[src/rtl/audio_pkg.sv]
// Shared defaults for the audio sample pacer and its FIFO.
// MIDSCALE is the sample value that leaves a signed DAC at zero output.
package audio_pkg;

    localparam int SAMPLE_BITS_DEFAULT = 12;
    localparam int DEPTH_LOG2_DEFAULT  = 4;
    localparam int DIV_BITS_DEFAULT    = 16;
    localparam int MIDSCALE            = 0;

endpackage

[src/rtl/sample_fifo.sv]
// Single-clock synchronous FIFO with an occupancy output.
// Pushes while full and pops while empty are ignored.
module sample_fifo
    import audio_pkg::*;
#(
    parameter int WIDTH      = SAMPLE_BITS_DEFAULT,
    parameter int DEPTH_LOG2 = DEPTH_LOG2_DEFAULT
) (
    input  logic                  clk,
    input  logic                  resetn,
    input  logic                  wr_en,
    input  logic [WIDTH-1:0]      wr_data,
    input  logic                  rd_en,
    output logic [WIDTH-1:0]      rd_data,
    output logic                  full,
    output logic                  empty,
    output logic [DEPTH_LOG2:0]   level
);

    localparam logic [DEPTH_LOG2:0] FULL_LEVEL = {1'b1, {DEPTH_LOG2{1'b0}}};

    logic [WIDTH-1:0]      mem [2**DEPTH_LOG2];
    logic [DEPTH_LOG2-1:0] wr_ptr;
    logic [DEPTH_LOG2-1:0] rd_ptr;
    logic                  push;
    logic                  pop;

    assign full    = (level == FULL_LEVEL);
    assign empty   = (level == '0);
    assign push    = wr_en && !full;
    assign pop     = rd_en && !empty;
    assign rd_data = mem[rd_ptr];

    // Storage carries no reset; only the pointers and level define validity.
    always_ff @(posedge clk) begin
        if (push) begin
            mem[wr_ptr] <= wr_data;
        end
    end

    // Pointers are exactly DEPTH_LOG2 bits wide, so they wrap modulo depth.
    always_ff @(posedge clk or negedge resetn) begin
        if (!resetn) begin
            wr_ptr <= '0;
            rd_ptr <= '0;
            level  <= '0;
        end else begin
            if (push) begin
                wr_ptr <= wr_ptr + 1'b1;
            end
            if (pop) begin
                rd_ptr <= rd_ptr + 1'b1;
            end
            case ({push, pop})
                2'b10:   level <= level + 1'b1;
                2'b01:   level <= level - 1'b1;
                default: level <= level;
            endcase
        end
    end

endmodule

[src/rtl/audio_sample_pacer.sv]
// Buffers producer samples and releases one to the DAC every rate_div+1
// enabled clocks; an empty FIFO at release time emits midscale and flags underrun.
module audio_sample_pacer
    import audio_pkg::*;
#(
    parameter int SAMPLE_BITS = SAMPLE_BITS_DEFAULT,
    parameter int DEPTH_LOG2  = DEPTH_LOG2_DEFAULT,
    parameter int DIV_BITS    = DIV_BITS_DEFAULT
) (
    input  logic                   clk,
    input  logic                   resetn,
    input  logic                   wr_valid,
    output logic                   wr_ready,
    input  logic [SAMPLE_BITS-1:0] wr_data,
    input  logic                   enable,
    input  logic [DIV_BITS-1:0]    rate_div,
    input  logic                   underrun_clr,
    output logic [SAMPLE_BITS-1:0] dout,
    output logic                   sample_tick,
    output logic [DEPTH_LOG2:0]    level,
    output logic                   underrun
);

    // Write handshake: a sample transfers on any rising edge where
    // wr_valid && wr_ready; wr_ready is "not full" and ignores a same-cycle pop.
    logic                   fifo_full;
    logic                   fifo_empty;
    logic [SAMPLE_BITS-1:0] head;
    logic [DIV_BITS-1:0]    period_cnt;
    logic                   tick;

    assign tick     = enable && (period_cnt == '0);
    assign wr_ready = !fifo_full;

    sample_fifo #(
        .WIDTH      (SAMPLE_BITS),
        .DEPTH_LOG2 (DEPTH_LOG2)
    ) u_fifo (
        .clk     (clk),
        .resetn  (resetn),
        .wr_en   (wr_valid),
        .wr_data (wr_data),
        .rd_en   (tick),
        .rd_data (head),
        .full    (fifo_full),
        .empty   (fifo_empty),
        .level   (level)
    );

    // Counter resets to 0 so the first enabled cycle after reset releases a sample.
    always_ff @(posedge clk or negedge resetn) begin
        if (!resetn) begin
            period_cnt  <= '0;
            dout        <= '0;
            sample_tick <= 1'b0;
            underrun    <= 1'b0;
        end else begin
            sample_tick <= tick;
            if (!enable || period_cnt == '0) begin
                period_cnt <= rate_div;
            end else begin
                period_cnt <= period_cnt - 1'b1;
            end
            if (tick) begin
                dout <= fifo_empty ? SAMPLE_BITS'(MIDSCALE) : head;
            end
            // A fresh underrun wins over a coincident clear.
            underrun <= (underrun && !underrun_clr) || (tick && fifo_empty);
        end
    end

endmodule

[config.mk]
export PLATFORM = sky130hd
export DESIGN_NAME = audio_sample_pacer
export DESIGN_NICKNAME = d
export VERILOG_FILES = /design/src/rtl/audio_pkg.sv /design/src/rtl/sample_fifo.sv /design/src/rtl/audio_sample_pacer.sv
export SDC_FILE = /design/constraint.sdc
export NUM_CORES = 1
export LEC_CHECK = 0
export BUFFER_PORTS_ARGS = -buffer_cell sky130_fd_sc_hd__buf_2
export CAP_MARGIN = 10
export CORE_AREA = 2 2 180 182
export CTS_CLUSTER_DIAMETER = 60
export DETAILED_ROUTE_END_ITERATION = 10
export DIE_AREA = 0 0 182 184
export MAX_ROUTING_LAYER = met4
export SLEW_MARGIN = 20
export SYNTH_ARGS = -nofsm -noshare
export SYNTH_HDL_FRONTEND = slang
export SYNTH_SLANG_ARGS = --single-unit
[constraint.sdc]
create_clock -name clk -period 10.6 [get_ports clk]
set_clock_uncertainty 0.15 [all_clocks]
set_input_delay 0.53 -clock clk [delete_from_list [all_inputs] [get_ports clk]]
set_output_delay 0.53 -clock clk [all_outputs]
set_load 0.01 [all_outputs]
==> out/results.txt <==
die area - 33490 sq um
CP Class - flop to flop
DRC Markers - 0
post-place setup slack - 6449 ps
gpl congestion - 0.7684
Slew Limit Fails - 0
Synth cell types - 43
die boundary height - 184 um
synthesized area per cell - 18.18 sq um
Worst-Margin Slew - 982.0 ps
setup slack after layout - 6973 ps
largest net degree at the start of global routing - 52
Die W - 182 um
CTS resizes - 0
CP Launch Type - flop
Final Hold Viols - 0
first-pass GRT wire length - 29060 um
reg-to-reg slack, setup - 6970 ps
Max Fclk - 275.7 MHz
cell row count - 65
cts bufs inserted - 24
maximum buffer depth of the clock tree - 3
Placed Area - 10190 sq um
Skew-Pair Late Insertion Delay - 510 ps
Power Dens Cells - 201.2 nW/um^2
clk slew on worst S/H paths - 60 ps
Starting DRT DRC Count - 293
CTS sink count - 235
fin crit period - 3627 ps
Relative slew margins - 0.3446
via count - 4655
CTS tree - built
CP bufs+invs - 0
HPWL Detailed - 11350 um
final wirelength - 18900 um
asr flop ratio synth - 0.1830
1st-pass router iterations - 4
final setup violating endpoints - 0
CP Cell Sequence - nor4_2, nand3_1, nor4b_4, ha_1, xor2_1, ha_1, a21boi_0, o221ai_1, a21o_1, a21oi_1, xor2_1
crit-path max cell delay - 510 ps
initial antenna violation count - 0
outcome - finished clean
total track usage - 0.1181
slowest CP cell - nor4b_4
WP data arrival - 3910 ps
cell family with most CP delay - simple AND/OR/NAND/NOR gates
post-synthesis net count - 561
Pleak - 3.782 nW
Peak VDD IR - 0.0001133 V
DR WL/cell - 18.86 um
# Post-CTS Setup Buffers - 0
CP Data Required Time - 10880 ps
drt via density - 4.646
gr ovfl total - 0
antenna viol nets, final - 0
Max-Cap Viols - 0
CTS H-Tree Depth - 1
hold slack - 64.70 ps
top fanout value on the critical path - 10
Final Instance Area - 11010 sq um
share of cells above drive strength 1 - 0.2833
core area - 31390 sq um
Worst setup EP type - flop
sequential share of the synthesized area - 0.7281
number of synthesized flops with an enable pin - 192
Syn Inst Count - 517
period utilization - 0.3422
unrepaired setup endpoints after global routing - no
I/O Buffers - 52
fill cell count - 2959
I/O pins - 53
worst hold-check path type - primary input to flop
Yosys reg bits - 235
Antenna diodes - 0
Area growth syn-to-layout - 17.12%
Syn. warnings - 0
Top FF cell, synth - edfxtp_1
nets - 628
TNS Setup - 0 ps
Initial Util - 0.2993
number of global-route vias before repair - 4824
CTS root buffer - clkbuf_16
# hold bufs at CTS - 1
Post-Syn Area - 9397 sq um
==> cells in the mapped netlist (all sizes together) (2+ instances only) <==
library cell  number  area (sq um)
edfxtp           192          5766
mux4              48          1081
dfrtp             43          1076
nand2             40         150.1
a22oi             25         187.7
nor2              21         78.83
o21ai             19         98.84
clkbuf            16         60.06
xnor2             14         122.6
a22o              13         113.9
buf               11         52.55
ha                11         137.6
xor2              11         96.34
inv                9         33.78
nor3               5         25.02
nand3              4         20.02
nor4               4         46.29
a21o               3         22.52
a21oi              3         15.01
and2               3         18.77
nand2b             3         18.77
mux2               2         22.52
nand4              2         12.51
nor2b              2         12.51
nor4b              2         32.53
==> power by group <==
part	switching (mW)	internal [mW]	total [mW]	leakage, nW
clock	0.330	0.487	0.817	0.372
combinational	0.145	0.0958	0.241	1.13
sequential	0.0555	1.10	1.16	2.28
==> cells in the final DEF (no fill, tap or decap), types with 2 or more instances in the layout <==
master	count
clkbuf_1	5
dfrtp_1	41
a22oi_1	25
nand2_1	40
xnor2_1	14
o21ai_1	2
nand2b_1	3
edfxtp_1	192
nor2_2	8
bufinv_16	3
buf_4	13
ha_1	11
mux4_2	48
buf_2	52
and2_1	3
o21ai_0	15
mux2_2	2
clkinv_2	3
nand3_1	4
nor2b_1	2
a22o_1	13
clkinv_1	6
nor3_2	4
nor4_1	2
clkbuf_16	24
inv_1	9
nand4_1	2
xor2_1	11
a21oi_1	3
nor2_1	13
a21o_1	3
==> through the flow <==
stage,instances,utilization,total power [mW]
2_1_floorplan,517,-,1.314
3_3_place_gp,957,0.3247,1.415
3_5_place_dp,957,0.3247,1.420
4_1_cts,1000,0.3493,2.235
5_1_grt,1002,0.3506,2.309
6_report,1002,0.3506,2.214
==> per-layer routing <==
layer,share of wire,up-vias,wire length [um],global-route usage
li1,-,2182,-,-
met2,0.50,67,9393,0.1983
met1,0.44,2387,8293,0.1508
met4,0.013,0,241,0.02194
met3,0.051,19,968,0.02318
met5,0,-,0,-
==> cells by family after synthesis <==
family | synth area share
AOI/OAI and AO/OA | 0.04993
xor gates and xnor gates | 0.02330
adders and majority gates | 0.01465
buffers and inverters | 0.01558
DFF | 0.7281
muxes | 0.1174
and+or+nand+nor | 0.05100
==> sequential cells by signal (all words and copies together) (netlist names) <==
register and count:
u_fifo.mem 192, period_cnt 16, dout 12, u_fifo.level 5, u_fifo.rd_ptr 4, u_fifo.wr_ptr 4
sample_tick 1, underrun 1
==> final cells by class <==
class | instances | area, sq um | share of cell area
Sequential cell | 235 | 6847 | 0.6221
Multi-Input combinational cell | 246 | 2460 | 0.2235
Timing Repair Buffer | 68 | 399.1 | 0.03627
Inverter | 9 | 33.78 | 0.003070
Clock inverter | 13 | 143.9 | 0.01307
Clock buffer | 29 | 619.3 | 0.05628
Tap cell | 402 | 503.0 | 0.04570
==> worst register-to-register path, delay by kind of cell (launching register included) <==
kind	cells	cell delay, ps
simple gates	3	1310
compound gates	4	700
xor+xnor	2	330
flops	1	440
fa+ha+maj	2	630
==> final timing paths <==
check / endpoint / from / cells after the start
hold reg to reg: dout[0] / dout[0] / 1
setup / recovery: u_fifo.level[4] / period_cnt[4] / 11
hold / removal: period_cnt[3] / rate_div[3] / 2
max in group asynchronous: u_fifo.rd_ptr[0] / resetn / 3
min in group asynchronous: u_fifo.level[3] / resetn / 3
setup reg to reg: u_fifo.level[4] / period_cnt[4] / 11
Power figures use the tool's default switching activity.
